**src/rtl/acc_pkg.sv**
```systemverilog
// rtl/acc_pkg.sv - shared types and ALU function for the accumulator and its command sequencer
package acc_pkg;

  localparam int ACC_W = 8;

  typedef enum logic [1:0] {
    OP_ADD = 2'd0,
    OP_SUB = 2'd1,
    OP_OR  = 2'd2,
    OP_XOR = 2'd3
  } op_t;

  typedef struct packed {
    op_t              op;
    logic [ACC_W-1:0] data;
  } cmd_t;

  typedef enum logic [1:0] {
    ST_IDLE  = 2'd0,
    ST_PLAY  = 2'd1,
    ST_CHECK = 2'd2,
    ST_DONE  = 2'd3
  } state_t;

  // Accumulator update; wraps modulo 2^ACC_W, carries and borrows are dropped.
  function automatic logic [ACC_W-1:0] acc_apply(input logic [ACC_W-1:0] acc,
                                                 input op_t op,
                                                 input logic [ACC_W-1:0] data);
    logic [ACC_W-1:0] res;
    case (op)
      OP_ADD:  res = acc + data;
      OP_SUB:  res = acc - data;
      OP_OR:   res = acc | data;
      default: res = acc ^ data;
    endcase
    return res;
  endfunction

endpackage

```
**src/rtl/acc_cmd_mem.sv**
```systemverilog
// rtl/acc_cmd_mem.sv - program store: flop array with one write port and one registered read port
module acc_cmd_mem
  import acc_pkg::*;
#(
  parameter int DEPTH = 8,
  localparam int AW = $clog2(DEPTH)
) (
  input  logic          clk,
  input  logic          rst_n,
  input  logic          wr_en,
  input  logic [AW-1:0] wr_addr,
  input  cmd_t          wr_data,
  input  logic          rd_en,
  input  logic [AW-1:0] rd_addr,
  output cmd_t          rd_data
);

  cmd_t mem_q [DEPTH];

  // Storage array carries no reset; entries are only read after being written.
  always_ff @(posedge clk) begin
    if (wr_en) mem_q[wr_addr] <= wr_data;
  end

  // Read register only updates when the sequencer fetches, so the payload holds while stalled.
  always_ff @(posedge clk) begin
    if (!rst_n)     rd_data <= '0;
    else if (rd_en) rd_data <= mem_q[rd_addr];
  end

endmodule

```
**src/rtl/acc_cmd_sequencer.sv**
```systemverilog
// rtl/acc_cmd_sequencer.sv - loads a command program, replays it to the accumulator and checks results
module acc_cmd_sequencer
  import acc_pkg::*;
#(
  parameter int DEPTH  = 8,
  parameter int DATA_W = ACC_W,
  localparam int CW = $clog2(DEPTH + 1),
  localparam int AW = $clog2(DEPTH)
) (
  input  logic              clk,
  input  logic              rst_n,
  input  logic              ena,
  input  logic              load_valid,
  input  logic [1:0]        load_op,
  input  logic [DATA_W-1:0] load_data,
  output logic              load_ready,
  input  logic              start,
  input  logic              clear,
  output logic              cmd_valid,
  input  logic              cmd_ready,
  output logic [1:0]        cmd_op,
  output logic [DATA_W-1:0] cmd_data,
  input  logic [DATA_W-1:0] acc_in,
  output logic              busy,
  output logic              done,
  output logic              mismatch,
  output logic [CW-1:0]     count
);

  state_t            state;
  logic [CW-1:0]     rd_ptr;
  logic [DATA_W-1:0] expected;
  logic              load_fire;
  logic              launch;
  logic              rd_en;
  logic [AW-1:0]     rd_addr;
  cmd_t              wr_cmd;
  cmd_t              rd_cmd;

  // clear takes precedence over a same-cycle load, so the load is not offered.
  assign load_ready = (state == ST_IDLE) && ena && (count < CW'(DEPTH)) && !clear;
  assign load_fire  = load_valid && load_ready;

  // Playback begins from IDLE with a non-empty program, or as a replay from DONE.
  assign launch = start && ena && !clear &&
                  (((state == ST_IDLE) && (count != '0)) || (state == ST_DONE));

  // Fetch entry 0 on launch, and the next entry during CHECK when one remains.
  assign rd_en   = launch || ((state == ST_CHECK) && (rd_ptr != count));
  assign rd_addr = launch ? '0 : rd_ptr[AW-1:0];

  assign wr_cmd = '{op: op_t'(load_op), data: load_data};

  acc_cmd_mem #(.DEPTH(DEPTH)) u_mem (
    .clk     (clk),
    .rst_n   (rst_n),
    .wr_en   (load_fire),
    .wr_addr (count[AW-1:0]),
    .wr_data (wr_cmd),
    .rd_en   (rd_en),
    .rd_addr (rd_addr),
    .rd_data (rd_cmd)
  );

  assign cmd_valid = (state == ST_PLAY);
  assign cmd_op    = rd_cmd.op;
  assign cmd_data  = rd_cmd.data;
  assign busy      = (state == ST_PLAY) || (state == ST_CHECK);
  assign done      = (state == ST_DONE);

  // Sequencer state, program length, replay pointer and golden accumulator.
  always_ff @(posedge clk) begin
    if (!rst_n) begin
      state    <= ST_IDLE;
      count    <= '0;
      rd_ptr   <= '0;
      expected <= '0;
      mismatch <= 1'b0;
    end else begin
      case (state)
        ST_IDLE: begin
          if (clear) begin
            count    <= '0;
            mismatch <= 1'b0;
          end else begin
            if (load_fire) count <= count + 1'b1;
            if (launch) begin
              state    <= ST_PLAY;
              rd_ptr   <= '0;
              expected <= '0;
              mismatch <= 1'b0;
            end
          end
        end
        ST_PLAY: begin
          if (cmd_ready) begin
            expected <= acc_apply(expected, rd_cmd.op, rd_cmd.data);
            rd_ptr   <= rd_ptr + 1'b1;
            state    <= ST_CHECK;
          end
        end
        ST_CHECK: begin
          if (acc_in != expected) mismatch <= 1'b1;
          state <= (rd_ptr == count) ? ST_DONE : ST_PLAY;
        end
        default: begin
          if (clear) begin
            state    <= ST_IDLE;
            count    <= '0;
            mismatch <= 1'b0;
          end else if (launch) begin
            state    <= ST_PLAY;
            rd_ptr   <= '0;
            expected <= '0;
            mismatch <= 1'b0;
          end
        end
      endcase
    end
  end

endmodule

```
**config.mk**
```make
export PLATFORM = sky130hd
export DESIGN_NAME = acc_cmd_sequencer
export DESIGN_NICKNAME = d
export VERILOG_FILES = /design/src/rtl/acc_pkg.sv /design/src/rtl/acc_cmd_mem.sv /design/src/rtl/acc_cmd_sequencer.sv
export SDC_FILE = /design/constraint.sdc
export NUM_CORES = 1
export LEC_CHECK = 0
export ABC_AREA = 0
export CORE_MARGIN = 5
export CORE_UTILIZATION = 50
export CTS_BUF_LIST = sky130_fd_sc_hd__clkbuf_8 sky130_fd_sc_hd__clkbuf_16
export CTS_CLUSTER_SIZE = 28
export DETAILED_ROUTE_END_ITERATION = 10
export GPL_ROUTABILITY_DRIVEN = 0
export HOLD_SLACK_MARGIN = 0.06
export PLACE_DENSITY = 0.72
export SYNTH_ARGS = -nofsm -noshare
export SYNTH_HDL_FRONTEND = slang
export SYNTH_SLANG_ARGS = --single-unit
```
**constraint.sdc**
```tcl
create_clock -name clk -period 5.5 [get_ports clk]
set_input_delay 1.1 -clock clk [delete_from_list [all_inputs] [get_ports clk]]
set_output_delay 1.1 -clock clk [all_outputs]
set_load 0.02 [all_outputs]
```
==> flow_metrics.env <==
export IMPL_hold_viol_final=0
export IMPL_final_common_cell="edfxtp_1"
export IMPL_hold_buffers=0
export IMPL_min_path_cells=2
export IMPL_power_density_nw_per_um2=330
export IMPL_r2r_end="expected[5]"
export IMPL_grt_max_degree=29
export IMPL_cp_top_family="buffers and inverters"
export IMPL_syn_num_nets=562
export IMPL_peakVddDrop_uv=309
export IMPL_portBuffers=43
export IMPL_place_inst=673
export IMPL_setup_violations_final=0
export IMPL_diodes=0
export IMPL_hpwl_um=8480
export IMPL_clk_latency_ns=0.36
export IMPL_placed_area_um2=6150
export IMPL_num_rows=38
export IMPL_cts_setup_buffers=0
export IMPL_via_per_inst=5.91
export IMPL_die_area_um2=13500
export IMPL_vias=4075
export IMPL_htree_levels=3
export IMPL_wire_per_inst_um=18.6
export IMPL_critPathBufInv=2
export IMPL_status="finished clean"
export IMPL_ys_types=57
export IMPL_crit_chain="clkdlybuf4s50_1 -> and4bb_2 -> clkdlybuf4s50_1"
export IMPL_syn_cell_area_um2=5620
export IMPL_p_leak_nw=2.14
export IMPL_power_frac_seq=0.440
export IMPL_cp_end_kind="output port"
export IMPL_cts_clk_slew_worst_paths_ns=0.07
export IMPL_fmax_mhz=269
export IMPL_cp_arrival_ns=2.62
export IMPL_final_cells=689
export IMPL_cts_tree="built"
export IMPL_synth_seq_cells=109
export IMPL_r2r_cells=10
export IMPL_power_frac_clock=0.313
export IMPL_synth_seq_area_share=0.531
export IMPL_netlist_instances=513
export IMPL_internal_power_mw=1.50
export IMPL_synthArstFlopShare=0
export IMPL_combPwrFrac=0.247
export IMPL_firstDrtPassIters=6
export IMPL_setup_tns_ns=0
export IMPL_hold_start="mismatch"
export IMPL_yosys_warnings=0
export IMPL_die_w_um=116
export IMPL_final_cell_mix="80 x edfxtp_1, 47 x nand2_1, 43 x clkdlybuf4s50_1"
export IMPL_grt_pass1_wl_um=20500
export IMPL_relSlewSlack=0.167
export IMPL_min_period_over_period=0.677
export IMPL_rsz0062_at_grt="false"
export IMPL_fin_skew_ns=0.0108
export IMPL_post_cts_resize_count=0
export IMPL_cts_buffers=9
export IMPL_worstSetupPathType="input port to output port"
export IMPL_maxCapViolations=0
export IMPL_finalInstanceArea_um2=6450
export IMPL_fin_nets=593
export IMPL_antenna_left=0
export IMPL_drt_iter0_drc=353
export IMPL_post_route_drc_count=0
export IMPL_postLayoutSetupSlackWorst_ns=1.78
export IMPL_start_kind="input port"
export IMPL_pre_cts_slack_ns=1.78
export IMPL_r2r_slack_ns=2.03
export IMPL_syn_avg_cell_area_um2=11.0
export IMPL_path_common_cell="clkdlybuf4s50_1"
export IMPL_min_to="mismatch"
export IMPL_worst_pin_slew_ns=1.25
export IMPL_cts_sinks=109
export IMPL_drive_gt1_frac=0.0601
export IMPL_start_util=0.514
export IMPL_slew_viol_final=0
export IMPL_cpPeakStageDelay_ns=0.60
export IMPL_fin_crit_ns=3.72
export IMPL_hold_path_class="flip-flop to flip-flop"
export IMPL_fin_total_pwr_mw=2.13
export IMPL_gr_total_overflow=0
export IMPL_slowest_stage="clkdlybuf4s50_1"
export IMPL_synth_edff_count=80
export IMPL_io_pins=44
export IMPL_wl_um=12800
export IMPL_worst_path_max_fanout=9
export IMPL_syn_to_final_growth_pct=14.9
export IMPL_synthFlopType="edfxtp_1"
export IMPL_required_ns=4.40
export IMPL_grt_pass1_vias=3998
export IMPL_p_sw_uw=630
export IMPL_antenna_found_initial=0
export IMPL_reg2reg_from="u_mem.rd_data[8]"
export IMPL_coreArea_um2=10900
export IMPL_root_buffer="clkbuf_16"
export IMPL_dieHeight_um=116
export IMPL_grt_usage=0.200
export IMPL_cts_buffer_depth=2
export IMPL_p_sw_frac=0.296
[Yosys cell counts (8+ instances only)]
master    instances  area, µm²
nor2_1           39        146
xnor2_1          17        149
xor2_1            8       70.1
o22ai_1          10       62.6
edfxtp_1         80       2400
inv_1            34        128
a22oi_1           8       60.1
mux2i_1          28        280
or3_1             9       56.3
and3_1            8       50.1
clkbuf_1         21       78.8
o21ai_0          11       55.1
dfxtp_1          29        581
nand2_1          47        176
nor3_1           20        100
ha_1             23        288
o221ai_1          8       70.1
a21oi_1          31        155
[registers in the layout, summed over array words and instances (netlist names)]
signal and flops:
count 4, expected 8, mismatch 1, rd_ptr 4
state 2, u_mem.mem_q 80, u_mem.rd_data 10
[cells by family after synthesis]
| family | synth area share |
|---|---|
| adders and majority gates | 0.0548 |
| muxes | 0.0624 |
| xor gates and xnor gates | 0.0390 |
| AOI/OAI and AO/OA | 0.126 |
| and+or+nand+nor | 0.142 |
| buffers and inverters | 0.0450 |
| DFF | 0.531 |
[worst min-delay path, cell delays in order (launching register included)]
cell and delay [ns]:
dfxtp_1 0.33, nand2_1 0.06, a21oi_1 0.06
[power by group through the flow]
stage          sequential (mW)  clock [mW]  combinational [mW]
4_1_cts                  0.936       0.679               0.524
3_3_place_gp             0.953           0               0.511
6_report                 0.936       0.667               0.525
3_5_place_dp             0.955           0               0.522
5_1_grt                  0.940       0.721               0.578
2_1_floorplan            0.954           0               0.378
[worst max-delay path by stage]
stage,depth (start not counted),slack (ns),to,startpoint
after CTS,3,1.78,load_ready,clear
final,3,1.78,load_ready,clear
after floorplan,4,2.62,u_mem.mem_q[1][0],clear
after global routing,3,1.74,load_ready,clear
after detailed placement,3,1.78,load_ready,clear
after global placement,3,1.81,load_ready,clear
[routing by layer]
| layer | GRT usage | part of all wire |
|---|---|---|
| met1 | 0.251 | 0.42 |
| met2 | 0.343 | 0.50 |
| met3 | 0.0496 | 0.054 |
| met4 | 0.0565 | 0.021 |
| met5 | 0 | 0 |
[cell type report]
type | instances | area, µm²
clock buffers | 9 | 225
clock inverters | 7 | 81.3
fillers | 900 | 4480
inverters | 34 | 128
multi-input cells | 341 | 2390
flip-flops and latches | 109 | 2980
well taps | 140 | 175
repair buffers | 49 | 475
[metrics by stage]
stage	hold WS, ns	util
after floorplan	0.473	-
after detailed placement	0.494	0.562
final	0.497	0.590
after CTS	0.505	0.590
after global placement	0.458	0.562
after global routing	0.528	0.590
No activity file was read; power rests on OpenSTA's default activity.
